$ cat config.mk
export PLATFORM = sky130hd
export DESIGN_NAME = fir_output_decimator
export DESIGN_NICKNAME = d
export VERILOG_FILES = /design/src/rtl/fir_output_decimator.sv
export SDC_FILE = /design/constraint.sdc
export NUM_CORES = 1
export LEC_CHECK = 0
export ABC_CLOCK_PERIOD_IN_PS = 3900
export BUFFER_PORTS_ARGS = -buffer_cell sky130_fd_sc_hd__clkbuf_2
export CAP_MARGIN = 15
export CORE_UTILIZATION = 30
export DETAILED_ROUTE_END_ITERATION = 12
export GPL_TIMING_DRIVEN = 0
export RECOVER_POWER = 25
export SETUP_SLACK_MARGIN = 0.1
export SKIP_LAST_GASP = 1
export SLEW_MARGIN = 25
export SYNTH_ARGS = -nofsm -noshare
export SYNTH_HDL_FRONTEND = slang
export SYNTH_SLANG_ARGS = --single-unit
$ cat constraint.sdc
create_clock -name clk -period 3.9 [get_ports clk]
set_clock_uncertainty 0.05 [all_clocks]
set_input_delay 0.195 -clock clk [delete_from_list [all_inputs] [get_ports clk]]
set_output_delay 0.195 -clock clk [all_outputs]
set_load 0.01 [all_outputs]
$ cat src/rtl/fir_output_decimator.sv
// Block-averages DECIM filter samples, rounds/saturates to OUT_W bits and
// queues the results in a small FIFO behind a valid/ready output.
module fir_output_decimator #(
  parameter int IN_W  = 24,
  parameter int OUT_W = 8,
  parameter int SHIFT = 8,
  parameter int DECIM = 4,
  parameter int DEPTH = 4
) (
  input  logic                     clk,
  input  logic                     reset,
  input  logic [IN_W-1:0]          in_data,
  input  logic                     in_valid,
  output logic [OUT_W-1:0]         out_data,
  output logic                     out_valid,
  input  logic                     out_ready,
  output logic [$clog2(DEPTH):0]   fifo_level,
  output logic                     sat_flag,
  output logic                     ovf_flag,
  input  logic                     flag_clr
);

  localparam int LD    = $clog2(DECIM);
  localparam int PW    = (LD > 0) ? LD : 1;
  localparam int AW    = IN_W + LD;
  localparam int S     = SHIFT + LD;
  localparam int QW    = (AW + 1 > OUT_W + 1) ? AW + 1 : OUT_W + 1;
  localparam int PTR_W = $clog2(DEPTH);

  localparam logic [PW-1:0]    LAST = PW'(DECIM - 1);
  localparam logic [QW-1:0]    RND  = (S > 0) ? (QW'(1) << ((S > 0) ? S - 1 : 0)) : '0;
  localparam logic [QW-1:0]    MAXV = (QW'(1) << OUT_W) - QW'(1);
  localparam logic [PTR_W:0]   FULL_LVL = (PTR_W + 1)'(DEPTH);

  logic [AW-1:0]      acc;
  logic [PW-1:0]      phase;
  logic [QW-1:0]      total;
  logic [QW-1:0]      q;
  logic               blk_done;
  logic               sat_now;
  logic [OUT_W-1:0]   result;

  logic [OUT_W-1:0]   mem [DEPTH];
  logic [PTR_W-1:0]   rd_ptr;
  logic [PTR_W-1:0]   wr_ptr;
  logic [PTR_W:0]     level;
  logic               full;
  logic               pop;
  logic               push_ok;
  logic               drop;

  assign blk_done = in_valid && (phase == LAST);
  // One extra bit of headroom so the rounding carry survives.
  assign total    = QW'(acc) + QW'(in_data);
  assign q        = (total + RND) >> S;
  assign sat_now  = (q > MAXV);
  assign result   = sat_now ? {OUT_W{1'b1}} : q[OUT_W-1:0];

  always_ff @(posedge clk) begin
    if (reset) begin
      acc   <= '0;
      phase <= '0;
    end else if (in_valid) begin
      if (blk_done) begin
        acc   <= '0;
        phase <= '0;
      end else begin
        acc   <= acc + AW'(in_data);
        phase <= phase + 1'b1;
      end
    end
  end

  assign full      = (level == FULL_LVL);
  assign out_valid = (level != '0);
  assign pop       = out_valid && out_ready;
  // A full FIFO still accepts a result when the head leaves on the same edge.
  assign push_ok   = blk_done && (!full || pop);
  assign drop      = blk_done && full && !pop;
  assign out_data  = out_valid ? mem[rd_ptr] : '0;
  assign fifo_level = level;

  always_ff @(posedge clk) begin
    if (push_ok) mem[wr_ptr] <= result;
  end

  always_ff @(posedge clk) begin
    if (reset) begin
      rd_ptr <= '0;
      wr_ptr <= '0;
      level  <= '0;
    end else begin
      if (push_ok) wr_ptr <= wr_ptr + 1'b1;
      if (pop)     rd_ptr <= rd_ptr + 1'b1;
      case ({push_ok, pop})
        2'b10:   level <= level + 1'b1;
        2'b01:   level <= level - 1'b1;
        default: level <= level;
      endcase
    end
  end

  always_ff @(posedge clk) begin
    if (reset) begin
      sat_flag <= 1'b0;
      ovf_flag <= 1'b0;
    end else begin
      if (blk_done && sat_now) sat_flag <= 1'b1;
      else if (flag_clr)       sat_flag <= 1'b0;
      if (drop)                ovf_flag <= 1'b1;
      else if (flag_clr)       ovf_flag <= 1'b0;
    end
  end

endmodule
Yosys cells after proc, flatten, opt, wreduce, memory -nomap -nowiden
Memories as Yosys holds them, arrays and structs flattened. A register that Yosys moved wholly into a read port is not among the register bits.
Index checks and enable logic that the tools add are counted.

word-level totals
  bits in registers = 37
  memory bits (writable) = 32
  bits of input ports = 29
  output and inout port bits = 14
  logic and storage cells = 46
  memories kept = 1

memory list
  memory  words  width  rd ports  clocked after Yosys merged registers in  wr ports  line  source
  mem     4      8      1         1                                        1         43    logic [OUT_W-1:0] mem [DEPTH];

operators by class
  add/sub/neg operators = 8
  order comparisons = 1
  eq/ne operators = 4
  muxes and demuxes = 12
  reduce and logical (&&, ||, !) cells = 13

operator list
  cell                                                                               count
  26-bit by 24-bit adder with 27-bit output                                          1
  27-bit by 10-bit adder with 27-bit output (second input constant)                  1
  26-bit by 24-bit adder with 26-bit output                                          1
  26-bit two-way mux                                                                 1
  17-bit by 8-bit greater-than comparator with 1-bit output (second input constant)  1
  8-bit two-way mux                                                                  2
  2-bit by 1-bit adder with 2-bit output (second input constant)                     3
  1-bit logical AND                                                                  6
  2-bit two-way mux                                                                  3
  3-bit one-hot mux with 2 select lines                                              1
  2-bit nonzero test                                                                 3
  1-bit two-way mux                                                                  5
  2-bit == test (second input constant)                                              2
  3-bit by 1-bit adder with 3-bit output (second input constant)                     1
  3-bit == test (second input constant)                                              1
  3-bit nonzero test                                                                 1
  3-bit by 1-bit subtractor with 3-bit output (second input constant)                1
  2-bit by 1-bit == test with 1-bit output (second input constant)                   1
  1-bit zero test                                                                    2
  1-bit logical OR                                                                   1

Longest topological paths before layout
  word-level depth = 6
  gate-level depth with buffers = 13
  mapped depth without buffers = 12

Worst setup path before layout
Ideal clock, no wire load.

  path type = flip-flop to flip-flop
  start point = reg acc[16]
  end point = mem mem[0][5] (data pin)
  setup time = 265 ps
  arrival time = 2,958 ps
  required time = 3,585 ps
  setup slack = 627 ps
  cell stages (with the launch flop) = 14
  buffers on the path = 1
  period minus slack after synthesis = 3,273 ps
  path through = dfxtp_1 -> ha_1 -> inv_1 -> fa_1 -> nor2b_1 -> o31a_1 -> o41a_1 -> a2111oi_0 -> a211oi_1 -> xor2_1 -> nor4_4 -> and4_1 -> buf_6 -> o21ai_2

between the ends
  cells in the longest elaborated chain, start to end = 4

RTL lines
  element                                                    line  source
  start, declared                                            35    logic [AW-1:0] acc;
  start signal, assigned                                     68    acc <= acc + AW'(in_data);
  26-bit by 24-bit adder with 27-bit output                  54    assign total = QW'(acc) + QW'(in_data);
  27-bit by 10-bit adder with 27-bit output                  55    assign q = (total + RND) >> S;
  17-bit by 8-bit greater-than comparator with 1-bit output  56    assign sat_now = (q > MAXV);
  8-bit two-way mux                                          57    assign result = sat_now ? {OUT_W{1'b1}} : q[OUT_W-1:0];
  via result[5]                                              41    logic [OUT_W-1:0] result;
  end, declared                                              43

The timed path passes the listed nets, and every way through them passes these cells.

Worst setup path after layout
  start point = reg acc[5]
  end point = mem mem[1][1] (data pin)

between the ends
  cells in the longest elaborated chain, start to end = 4

RTL lines
  element                                                    line
  26-bit by 24-bit adder with 27-bit output *                54
  27-bit by 10-bit adder with 27-bit output *                55
  17-bit by 8-bit greater-than comparator with 1-bit output  56
  8-bit two-way mux *                                        57
  via result[1]                                              41

The timed path passes the listed nets; every way through them passes the cells marked *.

==> summary.md <==
| Metric | Value |
|---|---|
| Remaining global-route overflow | `0` |
| DR pass1 iterations | `4` |
| Period Utilization, post-route | `91.4%` |
| MaxCap Viol Count | `0` |
| Sequential area share after synthesis | `32.2%` |
| Pwr dens | `420 mW/mm^2` |
| Clock transition at path regs | `0.07 ns` |
| Setup Buffers After CTS | `0` |
| Critical Path RT | `3.94 ns` |
| # rows | `48` |
| Die ar. | `0.0186 sq mm` |
| Vias/cell | `4.81` |
| Mapped Area | `0.00541 sq mm` |
| Wirelength per Cell | `14.1 um` |
| Top cell type's share of synthesized area | `17.8%` |
| Placed cell area | `0.00589 sq mm` |
| Ports | `43` |
| Mapped Cells | `562` |
| CP startpoint kind | `flop` |
| Tmin final | `3.57 ns` |
| DP HPWL | `9.31 mm` |
| Rel. slew slack | `49.5%` |
| P&R area growth vs syn | `15.1%` |
| Worst r2r src | `acc[5]$_SDFFE_PP0P_` |
| CP max FO | `8` |
| Max VDD drop | `0.000231 V` |
| Largest net degree at the start of global routing | `15` |
| Initial Util | `30.9%` |
| Final Max Tran Viols | `0` |
| Vias in the first global route | `4109` |
| RSZ-0062 raised after global routing | `false` |
| Mux cell area share after synthesis | `4.35%` |
| Antenna diode count | `0` |
| Post-synth top cells | `inv_1, nor2_1, ha_1, dfxtp_1, edfxtp_1` |
| Syn_area_per_cell | `9.62 sq um` |
| Synthesized-area fraction occupied by adder cells | `20.5%` |
| Share of cells above drive strength 1 | `13.8%` |
| CTS max path bufs | `2` |
| Top cells by area, synth | `edfxtp_1, dfxtp_1, ha_1` |
| Asr flop ratio synth | `0%` |
| WL final | `11.9 mm` |
| Non-Filler Instances | `843` |
| Design area | `0.00622 sq mm` |
| Hold path endpoint | `ovf_flag$_SDFFE_PP0P_` |
| Cts bufs inserted | `9` |
| Setup TNS Final | `0 ns` |
| Leading area contributor after synthesis | `edfxtp_1` |
| Synth Area in Compound Gates | `15.6%` |
| Register-to-Register Path Depth | `12` |
| Post-Syn Nets | `666` |
| Vias | `4055` |
| Inst Count DP | `827` |
| Class of the worst hold path | `primary input to flop` |
| Yosys cell types | `62` |
| R2R setup slack | `0.33 ns` |
| Leakage | `2.67 nW` |
| Seq cells post-synth | `71` |
| WP data arrival | `3.60 ns` |
| Routed Antenna Nets | `0` |
| GRT Total Usage | `14.1%` |
| Post-synth EDFFs | `32` |
| IO buf count | `40` |
| Largest family of logic cells by synthesized area | `adder cells` |
| XOR/XNOR Fraction of Synth Area | `6.80%` |
| Die height | `136 um` |
| Clk sinks | `71` |
| Setup WS pre-CTS | `0.287 ns` |
| Synth Flop Type | `dfxtp_1` |
| Drt initial violations | `207` |
| CTS resizes | `0` |
| Status | `finished, final reports clean` |
| CTS root buf | `clkbuf_16` |
| DRC viols | `0` |
| Worst setup margin | `0.334 ns` |
| Worst hold path depth | `3` |
| Worst slew pin tran | `0.758 ns` |
| Fill cells | `1827` |
| Die width | `136 um` |
| Hold Startpoint | `flag_clr` |
| Clk Latency, worst-skew pair | `0.35 ns` |
| H-tree depth | `3` |
| Initial antenna violation count | `0` |
| Maximum clock rate | `280 MHz` |
| Post-Synth Simple-Gate Area | `14.9%` |
| Final hold vios | `0` |
| GP Congestion | `0.830` |
| Synth warn | `0` |
| CTS tree | `yes` |
| Global-route wire length before repair | `20.2 mm` |
| Hold Buf Count CTS | `0` |
| Final Net Count | `717` |
| R2r endpoint | `mem[1][1]$_DFFE_PP_` |
| Setup Crit Path Kind | `flop to flop` |
| Final setup fails | `0` |
| CP endpoint kind | `flop` |
| Cell with the most instances after synthesis | `inv_1` |
| Core Area | `0.0175 sq mm` |
## how the worst max path moves through the flow
stage / startpoint / depth (start not counted) / to
floorplan: acc[16]$_SDFFE_PP0P_ / 13 / mem[0][5]$_DFFE_PP_
CTS: acc[16]$_SDFFE_PP0P_ / 13 / mem[0][7]$_DFFE_PP_
finish: acc[5]$_SDFFE_PP0P_ / 12 / mem[1][1]$_DFFE_PP_
global placement: in_data[16] / 14 / mem[0][4]$_DFFE_PP_
global route: acc[16]$_SDFFE_PP0P_ / 13 / mem[0][4]$_DFFE_PP_
detailed placement: in_data[16] / 14 / mem[1][1]$_DFFE_PP_
## power by group
part           leakage (nW)  internal, mW  switching [mW]
Combinational          1.84         0.361           0.486
Sequential            0.681         0.816          0.0293
Clock                 0.157         0.568           0.354
## registers in the layout (all words and copies together) (netlist names), named ones only
register / flops
acc: 26
fifo_level: 3
sat_flag: 1
rd_ptr: 2
mem: 32
ovf_flag: 1
wr_ptr: 2
phase: 2
## layout by cell type, fill, tap and decap left out, types with 20 or more instances in the layout
cell / n
xor2_1: 22
nor2_1: 55
ha_1: 54
nand2_1: 31
edfxtp_1: 32
xnor2_1: 20
inv_1: 61
fa_1: 20
o21ai_0: 20
a21oi_1: 29
dfxtp_1: 39
clkbuf_1: 20
clkbuf_2: 34
## layout make-up
| type | count | area, sq um | share of cell area (%) |
|---|---|---|---|
| Multi-Input combinational cell | 412 | 3370 | 54.2 |
| Sequential cell | 71 | 1740 | 28.0 |
| Tap cell | 225 | 282 | 4.52 |
| Inverter | 61 | 229 | 3.68 |
| Clock buffer | 9 | 225 | 3.62 |
| Timing Repair Buffer | 40 | 193 | 3.10 |
| Clock inverter | 7 | 103 | 1.65 |
| Buffer | 18 | 78.8 | 1.27 |
## layer usage
| metal | part of all wire, % | GRT usage (%) | vias up |
|---|---|---|---|
| li1 | - | - | 2048 |
| met1 | 48 | 18.2 | 1939 |
| met2 | 48 | 23.6 | 56 |
| met3 | 2.9 | 3.06 | 12 |
| met4 | 1.1 | 3.89 | 0 |
| met5 | 0 | 0 | - |
## cells by family after synthesis
logic type | count (synthesis)
AOI/OAI and AO/OA | 121
and+or+nand+nor | 160
buffers and inverters | 79
muxes | 13
adders and majority gates | 76
xor gates and xnor gates | 42
DFF | 71
## stage by stage
step	hold WS [ns]	utilization, %	total power [mW]
final	0.0732	35.6	2.62
after global routing	0.0904	35.6	2.79
after CTS	0.0636	35.6	2.64
after detailed placement	0.418	33.7	1.70
after global placement	0.412	33.7	1.70
after floorplan	0.322	-	1.53
## worst max-delay path: stages (launching register included)
cell and delay, ns:
dfxtp_1 0.33, ha_1 0.17, inv_1 0.06, fa_1 0.48
or3_1 0.40, o221ai_2 0.28, a31oi_4 0.17, o21ai_2 0.26
mux2_4 0.34, nor4_4 0.28, and4_1 0.24, buf_6 0.15
nand2_2 0.09
(Power assumes the default switching activity.)
